File: src/rtl/pong_pkg.sv
// rtl/pong_pkg.sv - shared state, shift-mode and scoring constants for the pong rally controller
package pong_pkg;

  // One-hot encoding; bit index doubles as the LED/debug display position
  typedef enum logic [6:0] {
    ST_IDLE    = 7'b0000001,
    ST_SERVE_L = 7'b0000010,
    ST_SERVE_R = 7'b0000100,
    ST_MOVE_R  = 7'b0001000,
    ST_MOVE_L  = 7'b0010000,
    ST_POINT   = 7'b0100000,
    ST_OVER    = 7'b1000000
  } state_e;

  typedef logic [1:0] shmode_t;

  localparam shmode_t SH_HOLD  = 2'b00;
  localparam shmode_t SH_RIGHT = 2'b01;
  localparam shmode_t SH_LEFT  = 2'b10;
  localparam shmode_t SH_LOAD  = 2'b11;

  localparam int WIN_SCORE_DEF = 7;

endpackage

File: src/rtl/pong_tick_div.sv
// rtl/pong_tick_div.sv - ball-step divider: tick on the last of every TICK_DIV cycles, held at 0 while clr
module pong_tick_div #(
  parameter int TICK_DIV = 4,
  parameter int TICK_W   = 3
) (
  input  logic clk,
  input  logic reset,
  input  logic clr,
  output logic tick
);

  localparam logic [TICK_W-1:0] LAST = TICK_W'(TICK_DIV - 1);

  logic [TICK_W-1:0] cnt_q, cnt_d;

  always_comb begin
    cnt_d = cnt_q;
    if (clr || cnt_q == LAST) begin
      cnt_d = '0;
    end else begin
      cnt_d = cnt_q + TICK_W'(1);
    end
  end

  always_ff @(posedge clk) begin
    if (reset) begin
      cnt_q <= '0;
    end else begin
      cnt_q <= cnt_d;
    end
  end

  assign tick = (cnt_q == LAST);

endmodule

File: src/rtl/pong_rally_controller.sv
// rtl/pong_rally_controller.sv - two-player rally sequencer driving the LED ball shift register
// Optional HIT_LOCKOUT_EN: an early paddle press locks that player out for the rest of the rally.
module pong_rally_controller
  import pong_pkg::*;
#(
  parameter int TICK_DIV  = 4,
  parameter int TICK_W    = 3,
  parameter int WIN_SCORE = WIN_SCORE_DEF
) (
  input  logic       clk,
  input  logic       reset,
  input  logic       lsrv,
  input  logic       rsrv,
  input  logic       lhit,
  input  logic       rhit,
  input  logic       qleft,
  input  logic       qright,
  output logic [1:0] s,
  output logic       lsi,
  output logic       rsi,
  output logic [3:0] lscore,
  output logic [3:0] rscore,
  output logic       server,
  output logic       game_over,
  output logic [6:0] state
);

  localparam logic [3:0] WIN4 = 4'(WIN_SCORE);

  state_e     state_q, state_d;
  logic [3:0] lscore_q, lscore_d;
  logic [3:0] rscore_q, rscore_d;
  logic       server_q, server_d;
  logic       lhit_lat_q, lhit_lat_d;
  logic       rhit_lat_q, rhit_lat_d;
  logic       llock_q, llock_d;
  logic       rlock_q, rlock_d;
  logic       tick;
  logic       moving;
  shmode_t    s_fsm;
  logic       lsi_fsm, rsi_fsm;

  assign moving = (state_q == ST_MOVE_R) || (state_q == ST_MOVE_L);

  pong_tick_div #(
    .TICK_DIV(TICK_DIV),
    .TICK_W  (TICK_W)
  ) u_tick_div (
    .clk  (clk),
    .reset(reset),
    .clr  (!moving),
    .tick (tick)
  );

  always_comb begin
    state_d    = state_q;
    lscore_d   = lscore_q;
    rscore_d   = rscore_q;
    server_d   = server_q;
    lhit_lat_d = lhit_lat_q;
    rhit_lat_d = rhit_lat_q;
    llock_d    = llock_q;
    rlock_d    = rlock_q;
    s_fsm      = SH_HOLD;
    lsi_fsm    = 1'b0;
    rsi_fsm    = 1'b0;

    unique case (state_q)
      ST_IDLE: begin
        s_fsm = SH_LOAD;
        if (!server_q && lsrv) begin
          state_d = ST_SERVE_L;
        end else if (server_q && rsrv) begin
          state_d = ST_SERVE_R;
        end
      end
      ST_SERVE_L: begin
        s_fsm   = SH_RIGHT;
        rsi_fsm = 1'b1;
        state_d = ST_MOVE_R;
      end
      ST_SERVE_R: begin
        s_fsm   = SH_LEFT;
        lsi_fsm = 1'b1;
        state_d = ST_MOVE_L;
      end
      ST_MOVE_R: begin
        if (qright && rhit) rhit_lat_d = 1'b1;
`ifdef HIT_LOCKOUT_EN
        if (!qright && rhit) rlock_d = 1'b1;
`endif
        if (tick) begin
          if (!qright) begin
            s_fsm = SH_RIGHT;
          end else if ((rhit_lat_q || rhit) && !rlock_q) begin
            s_fsm      = SH_LEFT;
            lhit_lat_d = 1'b0;
            rhit_lat_d = 1'b0;
            state_d    = ST_MOVE_L;
          end else begin
            s_fsm    = SH_LOAD;
            lscore_d = lscore_q + 4'd1;
            server_d = 1'b0;
            state_d  = ST_POINT;
          end
        end
      end
      ST_MOVE_L: begin
        if (qleft && lhit) lhit_lat_d = 1'b1;
`ifdef HIT_LOCKOUT_EN
        if (!qleft && lhit) llock_d = 1'b1;
`endif
        if (tick) begin
          if (!qleft) begin
            s_fsm = SH_LEFT;
          end else if ((lhit_lat_q || lhit) && !llock_q) begin
            s_fsm      = SH_RIGHT;
            lhit_lat_d = 1'b0;
            rhit_lat_d = 1'b0;
            state_d    = ST_MOVE_R;
          end else begin
            s_fsm    = SH_LOAD;
            rscore_d = rscore_q + 4'd1;
            server_d = 1'b1;
            state_d  = ST_POINT;
          end
        end
      end
      ST_POINT: begin
        lhit_lat_d = 1'b0;
        rhit_lat_d = 1'b0;
        llock_d    = 1'b0;
        rlock_d    = 1'b0;
        // server already points at whoever just won the point
        if ((server_q ? rscore_q : lscore_q) == WIN4) begin
          state_d = ST_OVER;
        end else begin
          state_d = ST_IDLE;
        end
      end
      ST_OVER: begin
        s_fsm = SH_LOAD;
      end
      default: begin
        s_fsm   = SH_LOAD;
        state_d = ST_IDLE;
      end
    endcase
  end

  // Reset clears the ball register in the same cycle it is asserted
  always_comb begin
    s   = s_fsm;
    lsi = lsi_fsm;
    rsi = rsi_fsm;
    if (reset) begin
      s   = SH_LOAD;
      lsi = 1'b0;
      rsi = 1'b0;
    end
  end

  always_ff @(posedge clk) begin
    if (reset) begin
      state_q    <= ST_IDLE;
      lscore_q   <= 4'd0;
      rscore_q   <= 4'd0;
      server_q   <= 1'b0;
      lhit_lat_q <= 1'b0;
      rhit_lat_q <= 1'b0;
      llock_q    <= 1'b0;
      rlock_q    <= 1'b0;
    end else begin
      state_q    <= state_d;
      lscore_q   <= lscore_d;
      rscore_q   <= rscore_d;
      server_q   <= server_d;
      lhit_lat_q <= lhit_lat_d;
      rhit_lat_q <= rhit_lat_d;
      llock_q    <= llock_d;
      rlock_q    <= rlock_d;
    end
  end

  assign lscore    = lscore_q;
  assign rscore    = rscore_q;
  assign server    = server_q;
  assign game_over = (state_q == ST_OVER);
  assign state     = state_q;

endmodule

File: config.mk
export PLATFORM = sky130hd
export DESIGN_NAME = pong_rally_controller
export DESIGN_NICKNAME = d
export VERILOG_FILES = /design/src/rtl/pong_pkg.sv /design/src/rtl/pong_tick_div.sv /design/src/rtl/pong_rally_controller.sv
export SDC_FILE = /design/constraint.sdc
export NUM_CORES = 1
export LEC_CHECK = 0
export BUFFER_PORTS_ARGS = -buffer_cell sky130_fd_sc_hd__buf_2
export CAP_MARGIN = 10
export CORE_MARGIN = 10
export CORE_UTILIZATION = 55
export CTS_BUF_LIST = sky130_fd_sc_hd__clkbuf_16
export DETAILED_ROUTE_END_ITERATION = 16
export PLACE_DENSITY = 0.93
export SYNTH_ARGS = -nofsm -noshare
export SYNTH_HDL_FRONTEND = slang
export SYNTH_SLANG_ARGS = --single-unit
File: constraint.sdc
create_clock -name clk -period 3 [get_ports clk]
set_input_delay 0.15 -clock clk [delete_from_list [all_inputs] [get_ports clk]]
set_output_delay 0.15 -clock clk [all_outputs]
set_load 0.01 [all_outputs]
# Word-level counts from Yosys, hierarchy flattened

Index checks and enable logic that the tools add are counted.

Input bits: 8
Register bits after elaboration: 21
Logic and storage cells: 96

Reduce and logical (&&, ||, !) cells: 19
Muxes and demuxes: 46
Add/sub/neg operators: 3
Bitwise logic cells: 3
Equal/unequal tests: 18

Operators by type and width:

| operator                                               | number |
|---|---|
| 2-to-1 mux 7 bit                                       | 7 |
| one-hot mux 7 bit (7 select lines)                     | 1 |
| 2-to-1 mux 1 bit                                       | 25 |
| AND reduction 4 bit                                    | 4 |
| 2-to-1 mux 2 bit                                       | 6 |
| 2-to-1 mux 6 bit                                       | 2 |
| inequality test 2 bit (second input constant)          | 6 |
| one-hot mux 2 bit (5 select lines)                     | 1 |
| adder 4 x 1 -> 4 bit (second input constant)           | 2 |
| equality test 7 x 1 -> 1 bit (second input constant)   | 1 |
| equality test 7 x 2 -> 1 bit (second input constant)   | 1 |
| equality test 7 x 3 -> 1 bit (second input constant)   | 1 |
| equality test 7 x 4 -> 1 bit (second input constant)   | 1 |
| equality test 7 x 5 -> 1 bit (second input constant)   | 1 |
| equality test 7 x 6 -> 1 bit (second input constant)   | 1 |
| equality test 7 bit (second input constant)            | 1 |
| AND reduction 7 bit                                    | 1 |
| one-hot mux 1 bit (3 select lines)                     | 2 |
| AND reduction 6 bit                                    | 1 |
| equality test 4 x 3 -> 1 bit (second input constant)   | 1 |
| logical AND 1 bit                                      | 4 |
| logical OR 1 bit                                       | 4 |
| 2-to-1 mux 4 bit                                       | 1 |
| inequality test 2 x 1 -> 1 bit (second input constant) | 2 |
| other kinds (9)                                        | 12 |

# Longest topological paths before layout

Gate-level depths: netlist (run 1).

Depth after elaboration: 6
Gate-level depth with buffers: 7

# By module

A second synthesis (run 1) with hierarchy kept.

Cell total of the unflattened synthesis: 157
Area, all modules: 1340.0 µm²

Modules (own cells, without submodules):

| module                | area each (µm²) | instances | seq. area each (µm²) | cells each |
|---|---|---|---|---|
| pong_rally_controller | 1223.7          | 1         | 360.3                | 148 |
| pong_tick_div         | 116.4           | 1         | 60.1                 | 9 |

# Worst setup path before layout (run 1)

OpenSTA, ideal clock, no wires.

Path kind: reg-to-reg
Start: reg u_tick_div.cnt_q[0]
End: reg state_q[0] (netlist: state[0])
Data required time: 2852 ps
Stages on the path, launching flop included: 8
Library setup time: 148 ps
Setup slack: 1263 ps
Buffers on the path: 1
Period minus slack after synthesis: 1737 ps
Arrival time: 1588 ps
Path through: dfxtp_1 > ha_1 > ha_1 > buf_2 > and2_1 > o22a_1 > o22ai_1 > o311ai_0

Cells in the longest elaborated chain, start to end: 3
Elaborated cells between the ends (all ways): 4
Those cells by class: 3 x eq/ne; 1 x reduce/logical

RTL lines:

| element                           | RTL line                     | RTL |
|---|---|---|
| from (decl)                       | pong_tick_div.sv:14          | `logic [TICK_W-1:0] cnt_q, cnt_d;` |
| from (signal assigned)            | pong_tick_div.sv:29          | `cnt_q <= cnt_d;` |
| equality test 3 x 2 -> 1 bit (*)  | pong_tick_div.sv:33          | `assign tick = (cnt_q == LAST);` |
| inequality test 2 bit (no line)   | -                            |  |
| AND reduction 6 bit (no line) (*) | -                            |  |
| to (signal assigned)              | pong_rally_controller.sv:174 | `state_q <= state_d;` |
| to (decl)                         | pong_rally_controller.sv:30  | `state_e state_q, state_d;` |

Mark *: on every way between the ends. The rest lies on a longest branch, timed or not.
A chain may end at the register's enable or synchronous reset.

# Final worst setup path (run 1)

Start: reg state_q[5] (netlist: state[5])
End: out s[1]

Cells in the longest elaborated chain, start to end: 3
Elaborated cells between the ends (all ways): 7
Those cells by class: 5 x eq/ne; 2 x mux

RTL lines:

| element                                                    | RTL line                     | RTL |
|---|---|---|
| equality test 7 x 6 -> 1 bit, or another cell as far along | pong_rally_controller.sv:68  | `unique case (state_q)` |
| one-hot mux 2 bit (5 select lines) (*)                     | pong_rally_controller.sv:68  |  |
| 2-to-1 mux 2 bit (*)                                       | pong_rally_controller.sv:156 | `if (reset) begin` |
| to (decl)                                                  | pong_rally_controller.sv:18  | `output logic [1:0] s,` |

Marks and branches as above.

==> impl_metrics.ini, run 1 <==
[run_status]
status = finished, final reports clean

[setup_path]
crit_chain = nor3_2 -> and2_0 -> nand3_1 -> o2111ai_1 -> buf_2
max_stage_delay_ns = 0.76
required_ns = 2.85
slowest_stage = nor3_2
path_delay_family = simple AND/OR/NAND/NOR gates
path_max_fanout = 14
cp-start-kind = flip-flop
endpoint_kind = output port
crit_arrival_ns = 2.20
crit_type = reg2out
critPathBufInv = 1

[global_route]
grt_use_met3_pct = 4.40
grt_overflow = 0
antenna_found_initial = 0
use_met1_pct = 18.8
first_global_vias = 1280
grt_pass1_wl_um = 6010
grt_max_degree = 24
grt_busiest_layer = met2
use_met2_pct = 28.4
grt_util_all_layers_pct = 16.7

[yosys]
synth_area_leaders = dfxtp_1, nor2_1, ha_1
synth-async-reset-ratio_pct = 0
seq_area_frac_synth_pct = 32.8
syn_avg_cell_area_sq_um = 8.33
ys_top_cells_by_count = dfxtp_1, nor2_1, nand2_1
synth_top_area_share_pct = 32.8
ys_warn_count = 0
ys_ff_latch = 21
postSynthCellCount = 154
synth_edf_count = 0
yosys.area.top_type = dfxtp_1
synth_area_sq_mm = 0.00128
synth_cell_types = 48
synth_top_flop_cell = dfxtp_1
syn_nets = 166
yosysMostFrequentCell = dfxtp_1

[placed_design]
io_buffers = 28
place_hpwl_um = 2750
place.gp.congestion = 0.964

[final_layout]
fillers = 190
drive_above_1_share_pct = 21.3
finalNetCount = 191
num_antenna_cells = 0
area_growth_pct = 16.9

[drt]
drtPass1Iterations = 5
drc = 0
avgRoutedWirePerCell_um = 17.8
wl_um = 3670
ant_nets = 0
num_vias = 1314
vias_per_cell = 6.38
drt_iter0_drc = 123

[clock_network]
cts_tree = yes
clock_sinks = 21
cts_resized = 0
clkLatencyLatePin_ns = 0.26
cts_max_level = 1
ctsHoldBuffers = 0
clk_pin_slew_worst_paths_ns = 0.06
cts_buffer_depth = 2
post_cts_buffers = 0
cts_buffers = 3
ctsRootBufferMaster = clkbuf_16

[hold_path]
hp-class = in2reg

[die]
die_y_um = 68.3
initial_core_util_pct = 58.0
die_x_um = 68.3
num_rows = 17
design.core.area_sq_mm = 0.00221
die_area_sq_mm = 0.00466
boundaryPins = 29

[pwr]
p_clk_share_pct = 45.7
ir_drop_mv = 0.265
power.leakage_nw = 0.621
power.total_w = 0.000633
p_comb_share_pct = 8.8
p_int_w = 0.000481
p_sw_w = 0.000152
pwr_density_cell_mw_per_mm2 = 422
p_sw_share_pct = 24.1
power_frac_seq_pct = 45.5

[sta]
timing.fmax_mhz = 426
setup_viol = 0
period_minus_slack_ns = 2.35
tightest_slew_ns = 0.885
fin_tns_setup_ns = 0
finalCritPeriodShare_pct = 78.3
finClkSkew_ns = 0.00484
hold_viol_final = 0
relSlewSlack_pct = 40.7
drv_slew = 0
rsz0062_at_grt = false

[flow_run]
cap_violations = 0
-- registers in the layout, indices dropped and copies added, names as in the netlist --
name / cells
rhit_lat_q: 1
state: 7
rscore: 4
lscore: 4
server: 1
lhit_lat_q: 1
u_tick_div.cnt_q: 3
-- routing by layer --
metal	wire length, um	vias up
li1	-	621
met3	258	9
met2	1820	50
met4	64	0
met1	1530	634
met5	0	-
-- metrics by stage --
step | instance area, sq um | util [%] | setup WS [ns] | instances | hold WS, ns
2_1_floorplan | 1280 | - | 1.26 | 154 | 0.292
3_3_place_gp | 1420 | 64.1 | 1.09 | 202 | 0.408
3_5_place_dp | 1420 | 64.1 | 0.979 | 202 | 0.421
4_1_cts | 1500 | 67.8 | 0.692 | 206 | 0.173
5_1_grt | 1500 | 67.8 | 0.471 | 206 | 0.176
6_report | 1500 | 67.8 | 0.652 | 206 | 0.167
-- worst reg2reg max path, delay by kind of cell, from the launching register on --
kind | cells | cell delay [ns]
AND/OR/NAND/NOR | 2 | 1.00
AO/OA/AOI/OAI | 2 | 0.56
flip-flops | 1 | 0.37
-- placed cells by master (no fill, tap or decap), types with 3 or more instances in the layout --
cell,instances
a21oi_1,7
buf_2,28
clkbuf_16,3
dfxtp_1,21
ha_1,4
inv_1,8
nand2_1,13
nand3_1,10
nand4_1,4
nor2_1,16
nor3_1,4
o21ai_0,5
xor2_1,5
-- cells by family after synthesis --
| family | share of synthesized area [%] |
|---|---|
| AOI/OAI and AO/OA | 19.0 |
| xor gates and xnor gates | 3.41 |
| adders and majority gates | 3.90 |
| buffers and inverters | 5.37 |
| DFF | 32.8 |
| muxes | 0.781 |
| and+or+nand+nor | 34.7 |
-- power groups by stage --
stage,registers (W),clock network (W),logic [W]
after floorplan,0.000294,0,0.0000353
after global placement,0.000294,0,0.0000525
after detailed placement,0.000294,0,0.0000543
after CTS,0.000288,0.000286,0.0000544
after global routing,0.000289,0.000306,0.0000609
final,0.000288,0.000289,0.0000559
-- final cells by class --
type | count | area [sq um] | share of cell area [%]
multi-input cells | 117 | 793 | 52.9
flip-flops and latches | 21 | 420 | 28.0
repair buffers | 28 | 140 | 9.35
clock buffers | 3 | 75.1 | 5.01
well taps | 28 | 35.0 | 2.34
inverters | 8 | 30.0 | 2.00
clock inverters | 1 | 5.00 | 0.334
-- final timing paths --
check	startpoint	to	slack, ns	cells past startpoint
worst max-delay path	state[5]$_SDFFE_PP0P_	s[1]	0.65	5
worst min-delay path	lsrv	state[1]$_SDFFE_PP0P_	0.17	3
worst max register to register	state[5]$_SDFFE_PP0P_	state[0]$_SDFFE_PP1P_	0.92	4
worst min register to register	u_tick_div.cnt_q[0]$_SDFF_PP0_	u_tick_div.cnt_q[0]$_SDFF_PP0_	0.43	1
No activity file was read; power rests on OpenSTA's default activity.
==> run 2, diff against run 1 <==
ABC_AREA = 1   (was not set)
CORE_UTILIZATION = 48   (was 55)
PLACE_DENSITY = 0.87   (was 0.93)
clock period = 2.1 ns   (was 3 ns; I/O delays follow)
==> impl_metrics.ini, run 2 <==
[pwr]
power.total_w = 0.00162
ir_drop_mv = 0.684
pwr_density_cell_mw_per_mm2 = 1030
power.leakage_nw = 0.796

[clock_network]
ctsRootBufferMaster = clkbuf_16
ctsHoldBuffers = 0
clkLatencyLatePin_ns = 0.25
cts_resized = 0
cts_max_level = 1
clk_pin_slew_worst_paths_ns = 0.06
clock_sinks = 21
cts_buffer_depth = 2
cts_tree = yes
cts_buffers = 3
post_cts_buffers = 0

[setup_path]
r2r-start = u_tick_div.cnt_q[0]$_SDFF_PP0_
path_max_fanout = 7
crit_path_end = s[1]
r2r_cells = 7
endpoint_kind = output port
crit_arrival_ns = 1.67
regToRegEndpoint = lscore[0]$_SDFFE_PP0P_
required_ns = 2.00
startpoint = state[3]$_SDFFE_PP0P_
cp-start-kind = flip-flop
regToRegSetupSlack_ns = 0.59
crit_type = reg2out

[final_layout]
final_common_cell = nand2_1
area_growth_pct = 18.8
layout_common_cells = nand2_1, inv_1, buf_2, nor2_1, dfxtp_1
finalNetCount = 250
fillers = 278
num_antenna_cells = 0
largest_register_ffs = 7
drive_above_1_share_pct = 23.6

[drt]
avgRoutedWirePerCell_um = 12.2
drtPass1Iterations = 4
drc = 0
vias_per_cell = 5.19
num_vias = 1391
ant_nets = 0
drt_iter0_drc = 55
wl_um = 3280

[sta]
setup_viol = 0
timing.fmax_mhz = 562
drv_slew = 0
hold_viol_final = 0
period_minus_slack_ns = 1.78
relSlewSlack_pct = 68.7
rsz0062_at_grt = false
fin_tns_setup_ns = 0
finalCritPeriodShare_pct = 84.7
finClkSkew_ns = 0.00155
tightest_slew_ns = 0.467

[global_route]
grt_overflow = 0
grt_util_all_layers_pct = 12.7
grt_max_degree = 13
antenna_found_initial = 0
grt_pass1_wl_um = 5480
first_global_vias = 1359

[yosys]
ys_warn_count = 0
synth_area_sq_mm = 0.00133
yosys.area.top_type = dfxtp_1
synth_area_leaders = dfxtp_1, nand2_1, inv_1
postSynthCellCount = 207
seq_area_frac_synth_pct = 31.7
synth_cell_types = 22
syn_avg_cell_area_sq_um = 6.41
synth_edf_count = 0
syn_nets = 219
synth_top_flop_cell = dfxtp_1
ys_top_cells_by_count = nand2_1, inv_1, nor2_1
yosysMostFrequentCell = nand2_1
ys_ff_latch = 21
synth-async-reset-ratio_pct = 0
synth_top_area_share_pct = 31.7

[placed_design]
place.gp.congestion = 0.903
io_buffers = 28
place_hpwl_um = 2560

[die]
design.core.area_sq_mm = 0.00271
boundaryPins = 29
die_area_sq_mm = 0.00527
die_y_um = 72.6
initial_core_util_pct = 49.0
num_rows = 19
die_x_um = 72.6

[flow_run]
cap_violations = 0

[run_status]
status = finished, final reports clean

[hold_path]
hp-class = in2reg
## run 2: stage by stage
stage / setup WS (ns) / hold WS (ns) / cells / instance area [sq um] / util, %
2_1_floorplan: 0.789 / 0.268 / 207 / 1330 / -
3_3_place_gp: 0.683 / 0.405 / 264 / 1500 / 55.3
5_1_grt: 0.211 / 0.211 / 268 / 1580 / 58.2
6_report: 0.321 / 0.183 / 268 / 1580 / 58.2
3_5_place_dp: 0.610 / 0.420 / 264 / 1500 / 55.3
4_1_cts: 0.330 / 0.184 / 268 / 1580 / 58.2
## run 2: cell families after synthesis
family                     Yosys count  share of synthesized area [%]
and+or+nand+nor                    112                           40.9
buffers and inverters               40                           11.3
AOI/OAI and AO/OA                   30                           12.3
DFF                                 21                           31.7
adders and majority gates            4                           3.77
## run 2: critical path, cell delays in order, from the launching register on
cell and delay, ns:
dfxtp_1 0.43, nor2_2 0.07, nand2_2 0.12, inv_2 0.06, nand2_2 0.11, nand2_2 0.10
nor2_2 0.15, nand3_1 0.09, o211ai_1 0.11, buf_2 0.17
## run 2: final cells by class
cell class	count	area, sq um	area share (%)
multi-input cells	146	757	48.0
clock inverters	1	3.75	0.238
clock buffers	3	75.1	4.76
well taps	31	38.8	2.46
inverters	38	143	9.04
flip-flops and latches	21	420	26.6
repair buffers	28	140	8.88
## run 2: worst min-delay path by stage
stage | slack (ns) | to | depth (start not counted) | from
2_1_floorplan | 0.27 | lscore[2]$_SDFFE_PP0P_ | 2 | reset
3_3_place_gp | 0.41 | u_tick_div.cnt_q[0]$_SDFF_PP0_ | 1 | u_tick_div.cnt_q[0]$_SDFF_PP0_
3_5_place_dp | 0.42 | u_tick_div.cnt_q[0]$_SDFF_PP0_ | 1 | u_tick_div.cnt_q[0]$_SDFF_PP0_
4_1_cts | 0.18 | rhit_lat_q$_SDFFE_PP0P_ | 2 | reset
5_1_grt | 0.21 | state[5]$_SDFFE_PP0P_ | 2 | reset
6_report | 0.18 | state[5]$_SDFFE_PP0P_ | 2 | reset
## run 2: where the power goes
| part | switching (W) | total [W] | internal [W] |
|---|---|---|---|
| clock | 0.000145 | 0.000399 | 0.000254 |
| combinational | 0.000464 | 0.000710 | 0.000246 |
| sequential | 0.0000666 | 0.000514 | 0.000447 |
| total | 0.000675 | 0.00162 | 0.000948 |
## run 2: per-layer routing
metal / GRT usage (%) / vias up / wire (um) / share of wire [%]
met5: 0 / - / 0 / 0
met4: 6.96 / 0 / 73 / 2.2
met3: 3.40 / 6 / 209 / 6.4
met2: 22.4 / 44 / 1630 / 50
met1: 13.3 / 624 / 1360 / 42
li1: - / 717 / - / -
==> run 3, diff against run 2 <==
clock period = 1.4 ns   (was 2.1 ns; I/O delays follow)
==> impl_metrics.ini, run 3 (same netlist as run 2, synthesis figures left out) <==
[clock_network]
clk_pin_slew_worst_paths_ns = 0.06
cts_buffer_depth = 2
cts_max_level = 1
cts_buffers = 3
ctsHoldBuffers = 0
ctsRootBufferMaster = clkbuf_16
clkLatencyLatePin_ns = 0.25
cts_tree = yes
clock_sinks = 21

[die]
die_area_sq_mm = 0.00527
design.core.area_sq_mm = 0.00271
die_x_um = 72.6
boundaryPins = 29
num_rows = 19
initial_core_util_pct = 49.0
die_y_um = 72.6

[setup_path]
crit_type = reg2out
critPathBufInv = 2
path_delay_family = simple AND/OR/NAND/NOR gates
required_ns = 1.33
r2r_cells = 11
cp-start-kind = flip-flop
slowest_stage = dfxtp_2
crit_arrival_ns = 1.51
max_stage_delay_ns = 0.34
path_max_fanout = 4
endpoint_kind = output port
cp.depth = 9
crit_chain = inv_2 -> nand2_2 -> nor2_4 -> nand2_4 -> nand2_4 -> nor2_4 -> nand2_2 -> o2111ai_2 -> buf_2

[run_status]
status = complete, but fails checks
violations = setup timing

[global_route]
grt_pass1_wl_um = 6310
grt_overflow = 0
antenna_found_initial = 0
grt_max_degree = 13
grt_util_all_layers_pct = 14.4
first_global_vias = 1484

[sta]
finClkSkew_ns = 0.000870
timing.fmax_mhz = 633
tightest_slew_ns = 0.371
whs_ns = 0.143
rsz0062_at_grt = true
drv_slew = 0
relSlewSlack_pct = 75.3
finalCritPeriodShare_pct = 113
hold_viol_final = 0
setup_ws_ns = -0.181
setup_viol = 9
period_minus_slack_ns = 1.58

[placed_design]
place_hpwl_um = 2660
pre_cts_ws_ns = -0.0829
dp_cells = 271
placed_area_sq_mm = 0.00155
place.gp.congestion = 0.871
io_buffers = 28

[drt]
drc = 0
vias_per_cell = 5.19
ant_nets = 0
drtPass1Iterations = 4
wl_um = 3940
drt_iter0_drc = 112
avgRoutedWirePerCell_um = 13.9
num_vias = 1470

[final_layout]
finalNetCount = 265
fin_cells = 283
area_growth_pct = 42.8
drive_above_1_share_pct = 42.5
fillers = 210
final_common_cell = inv_1
largest_register_ffs = 7
layout_common_cells = inv_1, nand2_1, buf_2, nor2_1, nand3_1
num_antenna_cells = 0
fin_area_sq_mm = 0.00190

[hold_path]
hp-class = in2reg
min_path_cells = 2

[pwr]
pwr_density_cell_mw_per_mm2 = 1540
power.leakage_nw = 0.933
ir_drop_mv = 1.08

[flow_run]
cap_violations = 0
run 3: final cells by class:
| class | count | area (sq um) | share of cell area, % |
|---|---|---|---|
| Clock buffer | 3 | 75.1 | 3.96 |
| Clock inverter | 1 | 3.75 | 0.198 |
| Inverter | 38 | 148 | 7.79 |
| Multi-Input combinational cell | 146 | 926 | 48.8 |
| Sequential cell | 21 | 440 | 23.2 |
| Tap cell | 31 | 38.8 | 2.05 |
| Timing Repair Buffer | 43 | 264 | 13.9 |
run 3: metal layers:
layer	GRT usage (%)	wire length, um	vias to the layer above
met5	0	0	-
met4	6.33	69	0
met3	4.08	217	7
met2	25.1	2120	35
met1	15.7	1540	677
li1	-	-	751
run 3: final timing paths:
path | from | slack [ns] | to
setup / recovery | state[6]$_SDFFE_PP0P_ | -0.18 | s[0]
hold / removal | reset | 0.14 | state[5]$_SDFFE_PP0P_
setup reg to reg | state[6]$_SDFFE_PP0P_ | -0.04 | state[0]$_SDFFE_PP1P_
hold reg to reg | u_tick_div.cnt_q[0]$_SDFF_PP0_ | 0.41 | u_tick_div.cnt_q[0]$_SDFF_PP0_
run 3: what timing repair did:
item / CTS / global route
endpoints found under the setup margin: 14 / 20
pin swaps: 9 / 8
gates resized for setup: 39 / 24
setup buffers: 3 / 5
run 3: report_power, final:
part / leakage [nW] / internal [W] / switching [W]
combinational: 0.716 / 0.000584 / 0.000909
clock: 0.0423 / 0.000381 / 0.000226
sequential: 0.174 / 0.000704 / 0.000120
run 3: stage by stage:
step                      util, %  setup TNS [ns]  power, W
after floorplan                 -               0   0.00159
after global placement       57.2        -0.00829   0.00186
after detailed placement     57.2          -0.282   0.00188
after CTS                    65.1          -0.238   0.00272
after global routing         69.9           -1.88   0.00311
final                        69.9          -0.497   0.00292
run 3: worst reg2reg max path, delay by kind of cell, from the launching register on:
family / cells / cell delay [ns]
buffers and inverters: 3 / 0.28
flip-flops: 1 / 0.34
AND/OR/NAND/NOR: 8 / 0.71
